===== src/rtl/dsp_mem_arbiter_pkg.sv =====
// rtl/dsp_mem_arbiter_pkg.sv - shared encodings for the bank II memory arbiter
package dsp_mem_arbiter_pkg;

  localparam int ARB_CNT_LEN = 4;

  typedef enum logic {
    ARB_S_CORE = 1'b0,
    ARB_S_EXT  = 1'b1
  } arb_state_e;

  typedef enum logic [1:0] {
    OWNER_NONE = 2'd0,
    OWNER_CORE = 2'd1,
    OWNER_EXT  = 2'd2
  } owner_e;

endpackage


===== src/rtl/dsp_mem_arbiter_arb_sat_counter.sv =====
// rtl/dsp_mem_arbiter_arb_sat_counter.sv - saturating counter with clear and terminal-count flag
module arb_sat_counter #(
  parameter int W  = 4,
  parameter int TC = 3
) (
  input  logic clk_i,
  input  logic rst_ni,
  input  logic clr_i,
  input  logic inc_i,
  output logic tc_o
);

  logic [W-1:0] cnt_q;
  logic [W-1:0] cnt_d;

  // Clear has priority; increment stops at all-ones so the count never wraps.
  always_comb begin
    cnt_d = cnt_q;
    if (clr_i) begin
      cnt_d = '0;
    end else if (inc_i && (cnt_q != {W{1'b1}})) begin
      cnt_d = cnt_q + 1'b1;
    end
  end

  // Count register.
  always_ff @(posedge clk_i or negedge rst_ni) begin
    if (!rst_ni) begin
      cnt_q <= '0;
    end else begin
      cnt_q <= cnt_d;
    end
  end

  assign tc_o = (cnt_q == TC[W-1:0]);

endmodule


===== src/rtl/dsp_mem_arbiter.sv =====
// rtl/dsp_mem_arbiter.sv - core-priority arbiter for the single-port bank II SRAM
module dsp_mem_arbiter
  import dsp_mem_arbiter_pkg::*;
#(
  parameter int ADDR_W    = 12,
  parameter int DATA_W    = 16,
  parameter int MAX_WAIT  = 4,
  parameter int EXT_BURST = 4
) (
  input  logic              clk,
  input  logic              rst,
  input  logic              core_req,
  input  logic              core_we,
  input  logic [ADDR_W-1:0] core_addr,
  input  logic [DATA_W-1:0] core_wdata,
  output logic [DATA_W-1:0] core_rdata,
  output logic              core_stall,
  input  logic              ext_req,
  input  logic              ext_we,
  input  logic [ADDR_W-1:0] ext_addr,
  input  logic [DATA_W-1:0] ext_wdata,
  output logic              ext_gnt,
  output logic [DATA_W-1:0] ext_rdata,
  output logic              ext_rvalid,
  output logic [ADDR_W-1:0] sram_addr,
  output logic [DATA_W-1:0] sram_wdata,
  output logic              sram_we,
  input  logic [DATA_W-1:0] sram_rdata
);

  if (MAX_WAIT < 1 || MAX_WAIT > 15) begin : g_bad_max_wait
    $error("dsp_mem_arbiter: MAX_WAIT out of range 1..15");
  end
  if (EXT_BURST < 1 || EXT_BURST > 15) begin : g_bad_ext_burst
    $error("dsp_mem_arbiter: EXT_BURST out of range 1..15");
  end

  arb_state_e        state_q, state_d;
  owner_e            owner_q, owner_d;
  logic [DATA_W-1:0] core_rdata_q;
  logic [DATA_W-1:0] ext_rdata_q;
  logic              ext_rvalid_q;
  logic              core_gnt;
  logic              wait_inc, wait_clr, wait_tc;
  logic              beat_inc, beat_clr, beat_tc;

  arb_sat_counter #(.W(ARB_CNT_LEN), .TC(MAX_WAIT - 1)) u_wait_cnt (
    .clk_i  (clk),
    .rst_ni (rst),
    .clr_i  (wait_clr),
    .inc_i  (wait_inc),
    .tc_o   (wait_tc)
  );

  arb_sat_counter #(.W(ARB_CNT_LEN), .TC(EXT_BURST - 1)) u_beat_cnt (
    .clk_i  (clk),
    .rst_ni (rst),
    .clr_i  (beat_clr),
    .inc_i  (beat_inc),
    .tc_o   (beat_tc)
  );

  // Grants and SRAM pin mux; ext only slips in during S_CORE when the core is idle.
  always_comb begin
    core_gnt   = (state_q == ARB_S_CORE) && core_req;
    ext_gnt    = ext_req && ((state_q == ARB_S_EXT) || !core_req);
    core_stall = core_req && !core_gnt;
    sram_addr  = core_addr;
    sram_wdata = core_wdata;
    sram_we    = 1'b0;
    owner_d    = OWNER_NONE;
    if (core_gnt) begin
      sram_we = core_we;
      owner_d = core_we ? OWNER_NONE : OWNER_CORE;
    end else if (ext_gnt) begin
      sram_addr  = ext_addr;
      sram_wdata = ext_wdata;
      sram_we    = ext_we;
      owner_d    = ext_we ? OWNER_NONE : OWNER_EXT;
    end
  end

  // Ownership FSM: starvation forces ext ownership, bounded by the burst limit.
  always_comb begin
    state_d  = state_q;
    wait_inc = 1'b0;
    wait_clr = 1'b0;
    beat_inc = 1'b0;
    beat_clr = 1'b0;
    case (state_q)
      ARB_S_CORE: begin
        beat_clr = 1'b1;
        if (ext_req && !ext_gnt) begin
          if (wait_tc) begin
            state_d  = ARB_S_EXT;
            wait_clr = 1'b1;
          end else begin
            wait_inc = 1'b1;
          end
        end else begin
          wait_clr = 1'b1;
        end
      end
      ARB_S_EXT: begin
        wait_clr = 1'b1;
        beat_inc = ext_gnt;
        if (!ext_req || (ext_gnt && beat_tc)) begin
          state_d  = ARB_S_CORE;
          beat_clr = 1'b1;
        end
      end
      default: state_d = ARB_S_CORE;
    endcase
  end

  // State, read-owner tag and per-owner held read data.
  always_ff @(posedge clk or negedge rst) begin
    if (!rst) begin
      state_q      <= ARB_S_CORE;
      owner_q      <= OWNER_NONE;
      core_rdata_q <= '0;
      ext_rdata_q  <= '0;
      ext_rvalid_q <= 1'b0;
    end else begin
      state_q      <= state_d;
      owner_q      <= owner_d;
      ext_rvalid_q <= (owner_d == OWNER_EXT);
      if (owner_q == OWNER_CORE) core_rdata_q <= sram_rdata;
      if (owner_q == OWNER_EXT)  ext_rdata_q  <= sram_rdata;
    end
  end

  assign core_rdata = (owner_q == OWNER_CORE) ? sram_rdata : core_rdata_q;
  assign ext_rdata  = (owner_q == OWNER_EXT)  ? sram_rdata : ext_rdata_q;
  assign ext_rvalid = ext_rvalid_q;

endmodule


===== config.mk =====
export PLATFORM = sky130hd
export DESIGN_NAME = dsp_mem_arbiter
export DESIGN_NICKNAME = d
export VERILOG_FILES = /design/src/rtl/dsp_mem_arbiter_pkg.sv /design/src/rtl/dsp_mem_arbiter_arb_sat_counter.sv /design/src/rtl/dsp_mem_arbiter.sv
export SDC_FILE = /design/constraint.sdc
export NUM_CORES = 1
export LEC_CHECK = 0
export ABC_AREA = 0
export CAP_MARGIN = 20
export CORE_MARGIN = 2
export CORE_UTILIZATION = 37
export CTS_CLUSTER_DIAMETER = 200
export DETAILED_ROUTE_END_ITERATION = 10
export PLACE_DENSITY = 0.81
export REMOVE_ABC_BUFFERS = 1
export SKIP_CTS_REPAIR_TIMING = 1
export SLEW_MARGIN = 20
export SYNTH_ARGS = -nofsm -noshare
export SYNTH_HDL_FRONTEND = slang
export SYNTH_SLANG_ARGS = --single-unit

===== constraint.sdc =====
create_clock -name clk -period 2 [get_ports clk]
set_input_delay 0.4 -clock clk [delete_from_list [all_inputs] [get_ports clk]]
set_output_delay 0.4 -clock clk [all_outputs]
set_load 0.01 [all_outputs]

* Word level (Yosys, flattened, before mapping)
Cells that the tools add are included.
Word-level totals: register bits after elaboration 44
Operators by class: mux-type cells 28, add/subtract/negate cells 2, equal/unequal tests 7, reductions and logical operators 15, bitwise logic cells 1
Operator list (count):
- 16-bit 2-to-1 mux | 4
- 12-bit 2-to-1 mux | 2
- 4-bit 2-to-1 mux | 4
- 1-bit 2-to-1 mux | 12
- 4-bit by 1-bit adder with 4-bit output, second input constant | 2
- 4-bit by 2-bit equality test with 1-bit output, second input constant | 2
- 4-bit != test, second input constant | 2
- 1-bit logical AND | 7
- 2-bit 2-to-1 mux | 3
- 1-bit case mux with 2 select lines | 3
- 2-bit equality test, second input constant | 2
- 1-bit logical NOT | 4
- 2-bit nonzero test | 2
- 2-bit by 1-bit equality test with 1-bit output, second input constant | 1
- 1-bit logical OR | 2
- 1-bit NOT | 1

* Depth between registers and ports, before layout
Gate-level depths: netlist (run 1).
word-level depth 10, depth in mapped cells 4

* Hierarchy
A second synthesis (run 1) with hierarchy kept.
Second synthesis, totals: cell total of the unflattened synthesis 165, area, all modules 2333.5 µm²
Modules (own cells, without submodules):
- dsp_mem_arbiter | instances 1, cells each 123, area each 1860.5 µm²
- arb_sat_counter | instances 2, cells each 21, area each 236.5 µm²

* Worst setup path after synthesis (run 1)
OpenSTA, ideal clock, no wires.
path kind register to output, start point register owner_q[1], end point output port core_rdata[10], arrival 1136 ps, stages on the path, launching flop included 5, buffers on the path 2, slack 464 ps, cell sequence dfrtp_1 > nor2b_1 > buf_2 > buf_6 > mux2_2
On the way: longest elaborated chain between the ends 2
RTL lines:
- from (decl) | line dsp_mem_arbiter.sv:39 | owner_e owner_q, owner_d;
- from (signal assigned) | line dsp_mem_arbiter.sv:126 | owner_q <= owner_d;
- 2-bit by 1-bit equality test with 1-bit output | line dsp_mem_arbiter.sv:133 | assign core_rdata = (owner_q == OWNER_CORE) ? sram_rdata : core_rdata_q;
- 16-bit 2-to-1 mux
- to (decl) | line dsp_mem_arbiter.sv:16 | output logic [DATA_W-1:0] core_rdata,
Every way passes these cells.

* Worst setup path in the final report (run 1)
start point register state_q, end point output port sram_wdata[13]
On the way: longest elaborated chain between the ends 4, elaborated cells on any way between the ends 6, those cells by class mux (2); bitwise (1); reduce/logical (3)
RTL lines:
- from (decl) | line dsp_mem_arbiter.sv:38 | arb_state_e state_q, state_d;
- from (signal assigned) | line dsp_mem_arbiter.sv:125 | state_q <= state_d;
- 1-bit logical OR | line dsp_mem_arbiter.sv:66 | ext_gnt = ext_req && ((state_q == ARB_S_EXT) || !core_req);
- 1-bit logical AND | line dsp_mem_arbiter.sv:66
- 16-bit 2-to-1 mux | line dsp_mem_arbiter.sv:75 | end else if (ext_gnt) begin
- 16-bit 2-to-1 mux (*) | line dsp_mem_arbiter.sv:72 | if (core_gnt) begin
- to (decl) | line dsp_mem_arbiter.sv:26 | output logic [DATA_W-1:0] sram_wdata,
Mark *: on every way between the ends. The rest lies on a longest branch, timed or not.

==> out/qor.yml, run 1 <==
status:
  status: "finished with violations"
  violations: "setup timing"
synth:
  yosys-top-cells-count: "dfrtp_1, mux2_2, mux2_4, nor2_1, inv_1"
  yosysMostFrequentCell: "dfrtp_1"
  syn_area_per_cell_um2: 13.7
  synth-edff-count: 0
  syn-cell-area_um2: 2270
  ys_warn_count: 0
  synth_top_family_by_area: "multiplexers"
  synthCells: 166
  yosysSeqAreaShare_pct: 48.5
  synth-xor-area-share_pct: 0
  synth_mux_area_share_pct: 35.1
  synthSimpleGateAreaFrac_pct: 7.43
  yosysTopAreaCell: "dfrtp_1"
  async_reset_ff_share_pct: 100
  synthFlopType: "dfrtp_1"
  synth_compound_area_share_pct: 3.80
  synth-seq-cells: 44
  synth_top_area_share_pct: 48.5
  synth_fa_ha_area_share_pct: 1.10
  post_synth_num_cell_types: 29
  synth_top_cells_by_area: "dfrtp_1, mux2_4, mux2_2, buf_6, nor2_1"
clocking:
  cts_sinks: 44
  cts-buffers-inserted: 5
  cts.clk_slew.worst_paths_ps: 80
  clkLatencyLatePin_ps: 290
  clk_path_buf_depth: 2
  cts_root_buf: "clkbuf_8"
  htree_num_levels: 2
  tritoncts: "done"
worst_setup_path:
  crit_type: "flip-flop to output port"
  critPathTopFamily: "flip-flops"
  slowest_stage: "dfrtp_1"
  cp_slowest_stage_delay_ps: 400
  critPathCaptureType: "output port"
  worstPathArrival_ps: 1650
  cp-start-kind: "flip-flop"
  r2r_cells: 4
  required_ps: 1600
  cp.buffers_inverters: 3
  crit_cells: 6
  worstPathMaxFanout: 7
  cp_cell_sequence: "nand2b_4 > nand2_8 > clkbuf_16 > buf_4 > mux2_4 > clkbuf_2"
sta:
  timing.final.crit_share_pct: 103
  rsz0062_at_grt: "true"
  hold_viol_final: 0
  maxSlewHeadroom_pct: 63.7
  post-route-min-period_ps: 2050
  fmax_mhz: 487
  fin_ws_ps: -54.5
  tightest_slew_ps: 545
  slew_viol_final: 0
  setup_violations: 30
  finClkSkew_ps: 1.36
place:
  dpl.cell_count: 384
  hpwl_mm: 4.88
  port_buffers: 141
  place_congestion: 0.776
grt:
  track_usage_pct: 17.7
  grt_max_degree: 45
  antenna_found_initial: 0
  grt_pass1_wl_mm: 9.09
  grt_pass1_vias: 1837
  overflow: 0
layout:
  post-route-util_pct: 68.7
  final_cells: 408
  diodes: 0
  fin_nets: 412
  drive_gt1_share_pct: 41.4
  area_growth_pct: 79.0
floorplanning:
  pin_count: 142
  fp.dieArea_um2: 6780
  die_h_um: 82.4
  start_util_pct: 38.4
  row_count: 28
  fp.dieW_um: 82.4
  core_um2: 5920
route:
  antenna_left: 0
  met3_length_um: 372
  drc_errors: 0
  top_layer_used: "met4"
  wl_met1_mm: 2.75
  dr.pass1.iters: 4
  vias_per_cell: 4.74
  wl_met2_mm: 3.54
  via_count: 1933
  wl_mm: 6.74
  drt_iter0_drc: 20
  wire_per_inst_um: 16.5
power_and_ir_drop:
  totalPowerFinal_mw: 2.63
  power.density_nw_per_um2: 648
  p_leak_nw: 2.07
  ir_worst_vdd_mv: 0.430
worst_hold_path:
  hold_path.class: "input port to asynchronous set/reset pin"
flow_run:
  max-cap-violations: 0
## cell families after synthesis
family,Yosys count
mux,62
flops,44
simple gates,30
compound gates,14
buf+inv,14
fa+ha+maj,2
## cell type report
cell class / count / area [um2]
Multi-Input combinational cell: 108 / 1100
Fill cell: 428 / 1850
Sequential cell: 44 / 1100
Tap cell: 75 / 93.8
Timing Repair Buffer: 167 / 1640
Inverter: 6 / 22.5
Clock inverter: 3 / 42.5
Clock buffer: 5 / 68.8
## worst register-to-register path, cell delays in order (launching register included)
cell,delay [ps]
dfrtp_1,420
nor2b_2,170
buf_12,160
buf_6,120
mux2_2,340
## stage by stage
step / hold slack (ps) / area, um2 / setup slack (ps) / setup TNS (ps)
6_report: 173 / 4070 / -54.5 / -901
5_1_grt: 217 / 4070 / -112 / -2760
4_1_cts: 185 / 3930 / -521 / -22650
3_5_place_dp: 481 / 3810 / -516 / -13940
3_3_place_gp: 478 / 3810 / -488 / -13330
2_1_floorplan: 104 / 2200 / 42.1 / 0
## per-layer routing
metal	vias up	GRT usage [%]
li1	922	-
met1	941	23.7
met2	64	29.4
met3	6	4.02
met4	0	3.50
met5	-	0
## cell usage in the layout, fill, tap and decap left out, types with 2 or more instances in the layout
| cell type | instances |
|---|---|
| ha_1 | 2 |
| clkdlybuf4s50_1 | 76 |
| buf_12 | 3 |
| inv_1 | 6 |
| a22o_1 | 2 |
| o21ai_0 | 5 |
| buf_6 | 13 |
| a31oi_1 | 2 |
| nand2b_4 | 2 |
| dfrtp_1 | 44 |
| nor2_1 | 8 |
| nand3b_1 | 2 |
| clkbuf_16 | 3 |
| nand2_1 | 2 |
| nor3_1 | 3 |
| mux2_2 | 31 |
| mux2i_1 | 2 |
| buf_4 | 14 |
| clkbuf_8 | 5 |
| a21oi_1 | 2 |
| dlymetal6s2s_1 | 25 |
| mux2_4 | 29 |
| nand3_1 | 5 |
| clkbuf_2 | 31 |
## path summary, 6_finish.rpt
| check | slack (ps) | start | end |
|---|---|---|---|
| worst max register to register | 680 | owner_q[1]$_DFF_PN0_ | core_rdata_q[9]$_DFF_PN0_ |
| max in group asynchronous | 1460 | rst | ext_rdata_q[5]$_DFF_PN0_ |
| min in group clk | 470 | core_req | owner_q[0]$_DFF_PN0_ |
| worst min register to register | 500 | ext_rdata_q[5]$_DFF_PN0_ | ext_rdata_q[5]$_DFF_PN0_ |
| worst min-delay path | 170 | rst | ext_rvalid$_DFF_PN0_ |
| worst max-delay path | -50 | state_q$_DFF_PN0_ | sram_wdata[13] |
## where the power goes
group	internal, mW	total (mW)	switching, mW
Clock	0.369	0.670	0.300
Sequential	1.02	1.05	0.0337
Combinational	0.563	0.912	0.349
## flip-flops by register name (all words and copies together) (netlist names)
register          cells
ext_rvalid            1
u_beat_cnt.cnt_q      4
ext_rdata_q          16
state_q               1
u_wait_cnt.cnt_q      4
core_rdata_q         16
owner_q               2
No activity file was read; power rests on OpenSTA's default activity.
==> run 2: changes to the inputs <==
--- a/config.mk
+++ b/config.mk
@@ -11,7 +11,7 @@
 export CORE_UTILIZATION = 37
 export CTS_CLUSTER_DIAMETER = 200
 export DETAILED_ROUTE_END_ITERATION = 10
-export PLACE_DENSITY = 0.81
+export PLACE_DENSITY_LB_ADDON = 0.3
 export REMOVE_ABC_BUFFERS = 1
 export SKIP_CTS_REPAIR_TIMING = 1
 export SLEW_MARGIN = 20
==> run 2 against run 1 <==
Net effect: the flow still finishes with violations (setup timing); wire length down 6.0%; sequential share of layout area fell by 0.31 points; design area up 1.2%; non-clock buffer count is 2 lower; critical path type unchanged; via count decreased by 0.72%; total power shrank 3.6%; core utilization grew 0.80 points; register-to-register slack improved by 40 ps; cell count down 0.49%.
==> out/qor.yml, run 2 (same netlist as run 1, synthesis figures left out) <==
status:
  status: "finished with violations"
  violations: "setup timing"
worst_setup_path:
  critPathCaptureType: "output port"
  r2r_cells: 4  # unchanged
  cp-start-kind: "flip-flop"
  r2r_end: "core_rdata_q[5]$_DFF_PN0_"
  worstPathMaxFanout: 7  # unchanged
  required_ps: 1600  # about the same
  worstPathArrival_ps: 1650  # about the same
  crit_type: "flip-flop to output port"
  regToRegStartpoint: "owner_q[1]$_DFF_PN0_"
  r2r_slack_ps: 720  # +40 ps
grt:
  overflow: 0  # unchanged
  grt_use_met2_pct: 32.4  # +3.1 points
  grt_pass1_vias: 1945  # +5.9%
  grt-busiest-layer: "met2"
  grt_pass1_wl_mm: 9.09  # about the same
  use_met1_pct: 18.5  # -5.1 points
  antenna_found_initial: 0  # unchanged
  grt_max_degree: 22  # -51%
  track_usage_pct: 18.0  # +0.29 points
  use_met3_pct: 8.70  # +4.7 points
place:
  place_congestion: 0.728  # -6.2%
  port_buffers: 141  # unchanged
  dpl_cell_area_um2: 3840  # +0.66%
  post-place-ws_ps: -528  # -11.4 ps
  hpwl_mm: 5.00  # +2.4%
layout:
  fin_nets: 410  # -0.49%
  stdcell_area_um2: 4120  # +1.2%
  post-route-util_pct: 69.5  # +0.80 points
  final_cell_mix: "clkdlybuf4s50_1, dfrtp_1, mux2_2, mux2_4, dlymetal6s2s_1"
  fillCellCount: 464  # +8.4%
  largestRegisters: "core_rdata_q x16, ext_rdata_q x16"
  drive_gt1_share_pct: 39.6  # -1.9 points
  layout_commonest_cell: "clkdlybuf4s50_1"
  area_growth_pct: 81.1
  diodes: 0  # unchanged
sta:
  slew_viol_final: 0  # unchanged
  finClkSkew_ps: 5.04  # +3.68 ps
  post-route-min-period_ps: 2050  # -8.70 ps
  tightest_slew_ps: 451  # -93.5 ps
  timing.final.crit_share_pct: 102  # -0.44 points
  hold_viol_final: 0  # unchanged
  setup_violations: 21  # -30%
  fmax_mhz: 489  # +0.43%
  maxSlewHeadroom_pct: 69.9  # +6.2 points
  rsz0062_at_grt: "true"
  fin_ws_ps: -45.8  # +8.70 ps
clocking:
  htree_num_levels: 2  # unchanged
  clkLatencyLatePin_ps: 290  # about the same
  clk_path_buf_depth: 2  # unchanged
  cts_sinks: 44  # unchanged
  tritoncts: "done"
  cts_root_buf: "clkbuf_8"
  cts.clk_slew.worst_paths_ps: 80  # about the same
  cts-buffers-inserted: 5  # unchanged
power_and_ir_drop:
  ir_worst_vdd_mv: 0.442  # +2.8%
  p_leak_nw: 2.11  # +1.8%
  power.density_nw_per_um2: 617  # -4.7%
  totalPowerFinal_mw: 2.54  # -3.6%
route:
  wl_mm: 6.34  # -6.0%
  dr.pass1.iters: 4  # unchanged
  via_count: 1919  # -0.72%
  antenna_left: 0  # unchanged
  drc_errors: 0  # unchanged
  vias_per_cell: 4.73  # -0.24%
  drt_iter0_drc: 41  # +110%
  wire_per_inst_um: 15.6  # -5.5%
worst_hold_path:
  hold_path.class: "input port to asynchronous set/reset pin"
floorplanning:
  pin_count: 142  # unchanged
  die_h_um: 82.4  # unchanged
  start_util_pct: 38.4  # unchanged
  fp.dieW_um: 82.4  # unchanged
  core_um2: 5920  # unchanged
  fp.dieArea_um2: 6780  # unchanged
  row_count: 28  # unchanged
flow_run:
  max-cap-violations: 0  # unchanged
run 2: cell count changes in the layout (fill, tap and decap cells not counted), moves of 2 or more:
cell	before	now
buf_6	13	22
dlymetal6s2s_1	25	29
buf_12	3	5
clkbuf_2	31	17
run 2: worst max path at each step:
stage / start / to / slack [ps]
3_3_place_gp: core_req / sram_wdata[13] / -510
6_report: state_q$_DFF_PN0_ / sram_wdata[8] / -50
2_1_floorplan: owner_q[1]$_DFF_PN0_ / core_rdata[0] / 40
5_1_grt: state_q$_DFF_PN0_ / sram_wdata[13] / -110
3_5_place_dp: core_req / sram_wdata[1] / -530
4_1_cts: core_req / sram_wdata[13] / -530
run 2: through the flow:
stage               instances  setup TNS, ps  hold WS [ps]
finish                    406           -651          44.3
global route              406          -2600          63.6
CTS                       392         -22960          55.1
detailed placement        384         -14690           380
global placement          384         -13860           376
floorplan                 158              0           104
run 2: cell type report:
class                           instances  area (um2)  share of cell area (%)
Sequential cell                        44        1100                    26.8
Tap cell                               75        93.8                    2.28
Multi-Input combinational cell        108        1100                    26.6
Clock buffer                            6        82.6                    2.01
Clock inverter                          2        10.0                   0.243
Inverter                                6        22.5                   0.547
Timing Repair Buffer                  165        1710                    41.5
run 2: critical path, stage by stage, from the launching register on:
cell and delay [ps]:
dfrtp_1 410, nand2b_4 180, nand2_8 100, buf_6 120
buf_12 120, mux2_4 310, buf_6 120
run 2: per-layer routing:
| metal | up-vias | wire [um] |
|---|---|---|
| li1 | 916 | - |
| met1 | 900 | 2090 |
| met2 | 98 | 3420 |
| met3 | 5 | 773 |
| met4 | 0 | 56 |
| met5 | - | 0 |
run 2: where the power goes:
group	internal, mW	leakage, nW	total [mW]	switching, mW
clock	0.275	0.0510	0.558	0.283
combinational	0.587	1.52	0.932	0.345
sequential	1.02	0.539	1.05	0.0306
total	1.88	2.11	2.54	0.658
==> RTL change: new RTL, config.mk and constraints of run 2 <==
Set the parameter `ADDR_W` to 14 (it was 12).
--- a/src/rtl/dsp_mem_arbiter.sv
+++ b/src/rtl/dsp_mem_arbiter.sv
@@ -4,3 +4,3 @@
 #(
-  parameter int ADDR_W    = 12,
+  parameter int ADDR_W    = 14,
   parameter int DATA_W    = 16,
Ports: changed (resized core_addr, ext_addr and sram_addr); port bits go from 142 to 148. No check against the original RTL was run, so the function may have changed too.
==> RTL change against run 2 <==
- the run still ends with negative setup slack left
- critical path depth is the same
- setup slack gained 2.6 ps
- cell area grew 1.4%
- sequential cell count is the same
- sequential power is essentially flat
- power grew 3.0%
- largest power group unchanged
- synthesized cell count grew 1.2%
- routed wire length grew 4.0%
- synthesized area grew 0.94%
==> RTL change: results (changes against run 2) <==
Route
The detail-routed via count per cell came to 4.84 (was 4.73). The number of DRC violations after detailed-routing iteration 0 is 99 (was 41). The number of vias after detailed routing is 2042 (was 1919).

STA
The worst-case headroom to the max-slew limit came to 82.6% (was 69.9%). The largest clock skew in the final design is 8.57 ps (was 5.04 ps). The least setup slack across all paths after layout came to -43.2 ps (was -45.8 ps). The setup TNS is -372 ps (was -651 ps). The number of failing setup endpoints in the final timing report is 12 (was 21).

Placement
The quantity of I/O buffers inserted on ports is 147 (was 141). The routability congestion estimate is 0.782 (was 0.728). The pre-CTS worst setup slack is -532 ps (was -528 ps).

The number of placed instances, taps included was 394 (was 384). The half-perimeter wire length of the detailed placement result is 5.19 mm (was 5.00 mm).

Synthesis
The share of synthesized area occupied by flip-flops and latches came to 48.0% (was 48.5%). The synthesized instance count is 168 (was 166). Cell types occupying the most area after synthesis: sky130_fd_sc_hd__dfrtp_1, sky130_fd_sc_hd__mux2_4, sky130_fd_sc_hd__mux2_2, sky130_fd_sc_hd__buf_6, sky130_fd_sc_hd__nor2_1 (unchanged). Commonest cells in the synthesized netlist: sky130_fd_sc_hd__dfrtp_1, sky130_fd_sc_hd__mux2_2, sky130_fd_sc_hd__mux2_4 (unchanged).

Run status
Failing checks: negative setup slack (unchanged). Result of the run: finished, violations left (unchanged).

Clocking
The number of levels in the clock H-tree is 2 (unchanged).

Worst setup path
The maximum cell stage delay along the critical path is 390 ps (was 410 ps). The family with the most delay on the worst path was buffers and inverters (was flip-flops). The largest driver fanout on the critical path is 6 (was 7).

Pwr
The worst supply voltage drop on vdd is 0.440 mV (was 0.442 mV). The total net switching power came to 0.668 mW (was 0.658 mW). The cell leakage power is 2.13 nW (was 2.11 nW).

Global routing
The global router's overall resource usage is 18.6% (was 18.0%). The pin count of the biggest net entering global routing is 35 (was 22). The wire length of the first global-routing pass is 9.32 mm (was 9.09 mm).

Final layout
The ratio of cells with drive above 1 in the final layout was 41.2% (was 39.6%). The final-stage net count is 430 (was 410).
-- RTL change: layer usage --
layer | vias up | track usage [%] | share of wire (%)
li1 | 952 | - | -
met1 | 961 | 17.9 | 33
met4 | 0 | 10.2 | 4.4
met3 | 18 | 8.04 | 11
met5 | - | 0 | 0
met2 | 111 | 33.2 | 52
-- RTL change: per-stage QoR --
step	instance area, um^2	hold slack [ps]	total power, mW
2_1_floorplan	2220	104	1.44
3_3_place_gp	3910	286	2.04
3_5_place_dp	3910	284	2.06
4_1_cts	4020	-40.5	2.72
5_1_grt	4170	510	2.77
6_report	4170	495	2.62
-- RTL change: final cells by class --
class	instances	area [um^2]	area share (%)
sequential	44	1100	26.4
clock inverter	2	35.0	0.840
clock buffer	6	72.6	1.74
inverter	6	22.5	0.540
multi-input combinational	110	1120	26.8
tap	75	93.8	2.25
timing repair buffer	179	1730	41.4
-- RTL change: logic make-up after synthesis --
logic type                 Yosys count  share of synthesized area (%)
buffers and inverters               14                           4.04
DFF                                 44                           48.0
adders and majority gates            2                           1.09
and+or+nand+nor                     30                           7.36
muxes                               64                           35.7
AOI/OAI and AO/OA                   14                           3.76
-- RTL change: path summary, 6_finish.rpt --
kind,start,endpoint,slack (ps),cells past startpoint
hold reg to reg,ext_rdata_q[8],ext_rdata_q[8],500,1
hold / removal,rst,core_rdata_q[1],500,2
min in group clk,ext_rdata_q[8],ext_rdata_q[8],500,1
setup / recovery,owner_q[1],core_rdata[5],-40,6
max in group asynchronous,rst,core_rdata_q[11],1030,3
setup reg to reg,owner_q[1],core_rdata_q[5],660,5
-- RTL change: power by group through the flow --
stage / Clock, mW / Combinational [mW] / Sequential (mW)
6_report: 0.654 / 0.914 / 1.05
5_1_grt: 0.720 / 0.984 / 1.06
4_1_cts: 0.682 / 0.989 / 1.05
3_5_place_dp: 0 / 0.987 / 1.07
3_3_place_gp: 0 / 0.974 / 1.06
2_1_floorplan: 0 / 0.378 / 1.06
